[src/rtl/pc_source_reg.sv]
// Next-PC source select and PC register, with stall buffering, selector range
// checking and a previous-PC copy for exception return.
module pc_source_reg #(
  parameter int                 WIDTH        = 32,
  parameter int                 NUM_SOURCES  = 5,
  parameter int                 SEL_WIDTH    = 3,
  parameter logic [WIDTH-1:0]   RESET_VECTOR = '0
) (
  input  logic                         clk,
  input  logic                         reset,
  input  logic [SEL_WIDTH-1:0]         selector,
  input  logic [NUM_SOURCES*WIDTH-1:0] sources,
  input  logic                         pc_write,
  input  logic                         pc_write_cond,
  input  logic                         branch_taken,
  input  logic                         stall,
  output logic [WIDTH-1:0]             pc_out,
  output logic [WIDTH-1:0]             pc_prev,
  output logic                         redirect_valid,
  output logic                         pending,
  output logic                         sel_error
);

  typedef enum logic {IDLE, HOLD} state_t;

  state_t           state_q, state_d;
  logic [WIDTH-1:0] pc_q, pc_d, prev_q, prev_d, pend_q, pend_d;
  logic             redir_q, redir_d, serr_q, serr_d;

  logic [WIDTH-1:0] src_arr [NUM_SOURCES];
  logic [WIDTH-1:0] sel_val;
  logic [31:0]      sel_ext;
  logic             req, sel_ok, vreq;

  for (genvar i = 0; i < NUM_SOURCES; i++) begin : g_src
    assign src_arr[i] = sources[i*WIDTH +: WIDTH];
  end

  assign req     = pc_write | (pc_write_cond & branch_taken);
  assign sel_ext = 32'(selector);
  assign sel_ok  = sel_ext < 32'(NUM_SOURCES);
  assign vreq    = req & sel_ok;

  // Explicit decode so out-of-range codes can never alias onto a real source.
  always_comb begin
    sel_val = '0;
    for (int i = 0; i < NUM_SOURCES; i++)
      if (selector == SEL_WIDTH'(i)) sel_val = src_arr[i];
  end

  always_comb begin
    state_d = state_q;
    pc_d    = pc_q;
    prev_d  = prev_q;
    pend_d  = pend_q;
    redir_d = 1'b0;
    serr_d  = req & ~sel_ok;
    case (state_q)
      IDLE: begin
        if (vreq && !stall) begin
          prev_d  = pc_q;
          pc_d    = sel_val;
          redir_d = 1'b1;
        end else if (vreq && stall) begin
          pend_d  = sel_val;
          state_d = HOLD;
        end
      end
      HOLD: begin
        if (stall) begin
          if (vreq) pend_d = sel_val;
        end else begin
          // A fresh request at release supersedes the buffered one.
          prev_d  = pc_q;
          pc_d    = vreq ? sel_val : pend_q;
          redir_d = 1'b1;
          state_d = IDLE;
        end
      end
      default: state_d = IDLE;
    endcase
  end

  always_ff @(posedge clk) begin
    if (reset) begin
      state_q <= IDLE;
      pc_q    <= RESET_VECTOR;
      prev_q  <= RESET_VECTOR;
      pend_q  <= '0;
      redir_q <= 1'b0;
      serr_q  <= 1'b0;
    end else begin
      state_q <= state_d;
      pc_q    <= pc_d;
      prev_q  <= prev_d;
      pend_q  <= pend_d;
      redir_q <= redir_d;
      serr_q  <= serr_d;
    end
  end

  assign pc_out         = pc_q;
  assign pc_prev        = prev_q;
  assign redirect_valid = redir_q;
  assign pending        = (state_q == HOLD);
  assign sel_error      = serr_q;

endmodule

[config.mk]
export PLATFORM = sky130hd
export DESIGN_NAME = pc_source_reg
export DESIGN_NICKNAME = d
export VERILOG_FILES = /design/src/rtl/pc_source_reg.sv
export SDC_FILE = /design/constraint.sdc
export NUM_CORES = 1
export LEC_CHECK = 0
export ABC_AREA = 1
export CAP_MARGIN = 20
export CORE_MARGIN = 3
export CORE_UTILIZATION = 60
export CTS_CLUSTER_SIZE = 24
export DETAILED_ROUTE_END_ITERATION = 10
export DONT_BUFFER_PORTS = 1
export PLACE_DENSITY_LB_ADDON = 0.05
export SLEW_MARGIN = 20
export SYNTH_ARGS = -nofsm -noshare
export SYNTH_HDL_FRONTEND = slang
export SYNTH_SLANG_ARGS = --single-unit
[constraint.sdc]
create_clock -name clk -period 5.01 [get_ports clk]
set_clock_uncertainty 0.2 [all_clocks]
set_input_delay 1.002 -clock clk [delete_from_list [all_inputs] [get_ports clk]]
set_output_delay 1.002 -clock clk [all_outputs]
set_load 0.01 [all_outputs]
==> run metrics <==
run status=completed; relative slew slack=30.9%; post-route setup TNS=0 ns; YS warnings=0; Worst setup SP type=input pin; post-CTS setup buffer count=0; Sw Share=roughly 30%; Die W=101 µm; Worst-Margin Slew=~1.0 ns; DP HPWL=11300 µm; slowest stage delay, CP=0.63 ns; Worst Hold End=pend_q[19]; Worst Path Arrival=3.02 ns; Synth top cells by count=nor2_1 (163), inv_1 (102), nand2_1 (100); largest net degree at the start of global routing=67; final core occ=63.1%; CTS Root Cell=clkbuf_8; PostCTS Resize Cnt=0; worst skew pair latency=0.35 ns; EDFF count, synth=0; number of diodes=0; worst hold path class=reg -> reg; DRC Markers=0; CTS Buf Count=9; Reg2Reg Setup Slack=about 2.5 ns; final hold violation count=0; clk slew on worst S/H paths=0.10 ns; max-cap viol count=0; PD cells=321 nW/µm²; drt first pass iters=5; CTS Hold Buffers Added=0; drt wl/cell=16.9 µm; Clk pwr share=32.5%; Worst EP required=5.10 ns; Mapped Area=between 5000 and 6000 µm²; global route total overflow=0; Starting Density=61.8%; antenna-violating nets left=0; via count=about 5500; CP Class=in -> reg; Seq/Total Area, Yosys=a little over a third; row cnt=34; Die Area=10200 µm²; height of the die=101 µm; top-count cell post-synth=nor2_1; first-pass GRT wire length=24600 µm; Area after DPL=roughly 5300 µm²; CTS tree=yes; area growth from synthesis to layout=2.13%; Synth Net Count=1033; Buf/Inv on CP=1; Crit Path Max Fanout=35; number of synthesized register bits=99; CP cell instances=nor2_8 > o21ai_4 > a21oi_4 > buf_4 > o21ai_0 > a21oi_1; worst reg2reg path endpoint=pend_q[1]; Fmax=around 340 MHz; final critical-path required period=2.94 ns; WHS Path Cells=2; setup violators final=0; Max Slew Vio Count=0; Pleak=0.00257 µW; ys flop type=dfxtp_1; Crit. End Element=flip-flop; initial antenna violation count=0; largest cells by area after synthesis=dfxtp_1 (37%), nor2_1 (11%), nand3_1 (9.0%); Int Power=1230 µW; Nets=981; overall global routing resource usage=29.8%; layout cells sized above 1=4.16%; Netlist cell types=21; Core ar.=between 8000 and 9000 µm²; CTS HTree Levels=3; # clock sinks=99; Comb pwr share=15.6%; Vias per Instance=5.94; Top Family by Delay on Critical Path=compound AO/OA/AOI/OAI gates; synthesized instance count=864; Routed WL=15600 µm; Filler Cell Count=866; slowest CP cell=a21oi_4; largest area contributor in the netlist=dfxtp_1; Final Cell Area=between 5000 and 6000 µm²; Worst Hold Slack=between 0.3 and 0.4 ns; Starting DRT DRC Count=roughly 290; total stage count of the critical path=6; mean cell area of the mapped netlist=roughly 6.3 µm²; number of global-route vias before repair=5112; post-route insts no fill=925; Seq pwr share=between 50 and 60%; number of port buffers=0; clock tree buffer depth=2; hold_sp=pend_q[19]; R2R cell count=6; switching pwr=545 µW; RSZ-0062 raised after global routing=no; period utilization=58.6%; placed cell count=about 910; area share of the largest cell type after synthesis=between 30% and 40%; launching point of the worst reg2reg path=pending; IO Pins=~240; Async SR Flop Fraction=0%; global placer's final weighted congestion=between 0.8 and 0.9; VDD IR-drop max=approximately 0.26 mV
## power by group through the flow
stage,Clock [µW],Sequential (µW),Combinational [µW]
after global routing,621,929,323
after floorplan,0,921,237
final,577,922,277
after CTS,592,922,277
after global placement,0,938,267
after detailed placement,0,939,276
## layout make-up
cell class	count	area, µm²	area share (%)
clock buffers	9	124	2.24
clock inverters	7	105	1.90
inverters	104	390	7.06
multi-input cells	590	2730	49.3
flip-flops and latches	99	1980	35.8
well taps	108	135	2.44
repair buffers	8	67.6	1.22
## worst max-delay path by stage
stage	slack [ns]	startpoint	end
2_1_floorplan	2.65	selector[0]	pend_q[5]
3_3_place_gp	1.69	selector[2]	pc_out[3]
3_5_place_dp	1.54	selector[2]	pend_q[22]
4_1_cts	1.93	selector[2]	pend_q[22]
5_1_grt	1.88	selector[0]	pend_q[7]
6_report	2.07	selector[0]	pend_q[1]
## kinds of logic after synthesis
group | after synthesis | share of synthesized area (%)
buffers and inverters | 175 | 13.4
AOI/OAI and AO/OA | 195 | 18.5
and+or+nand+nor | 395 | 31.5
DFF | 99 | 36.6
## through the flow
| stage | total power, µW | setup slack (ns) |
|---|---|---|
| after floorplan | 1160 | 2.65 |
| after global placement | 1200 | 1.69 |
| after detailed placement | 1220 | 1.54 |
| after CTS | 1790 | 1.93 |
| after global routing | 1870 | 1.88 |
| final | 1780 | 2.07 |
## placed cells by master (no fill, tap or decap), drive strengths merged
master,netlist,final
clkinvlp,0,1
bufinv,0,2
a21oi,98,98
and2,1,1
nor3,1,1
dfxtp,99,99
nand2,100,100
nand3,97,97
inv,104,108
nor2,164,164
clkbuf,31,9
buf,40,8
o21ai,97,97
nand4,32,32
## flip-flops by register name, indices dropped and copies added, names as in the netlist
name,count
pending,1
pend_q,32
redirect_valid,1
pc_prev,32
sel_error,1
pc_out,32
## layer usage
metal	up-vias	GRT usage (%)	wire length (µm)
li1	2696	-	-
met1	2494	36.5	6110
met2	266	51.9	7990
met3	36	6.71	1080
met4	0	9.00	410
met5	-	0	0
## worst reg2reg max path: cells and delay by family (launching register included)
kind | cells | cell delay, ns
AO/OA/AOI/OAI | 3 | 0.87
buffers and inverters | 3 | 0.98
flip-flops | 1 | 0.41
(Power assumes the default switching activity.)
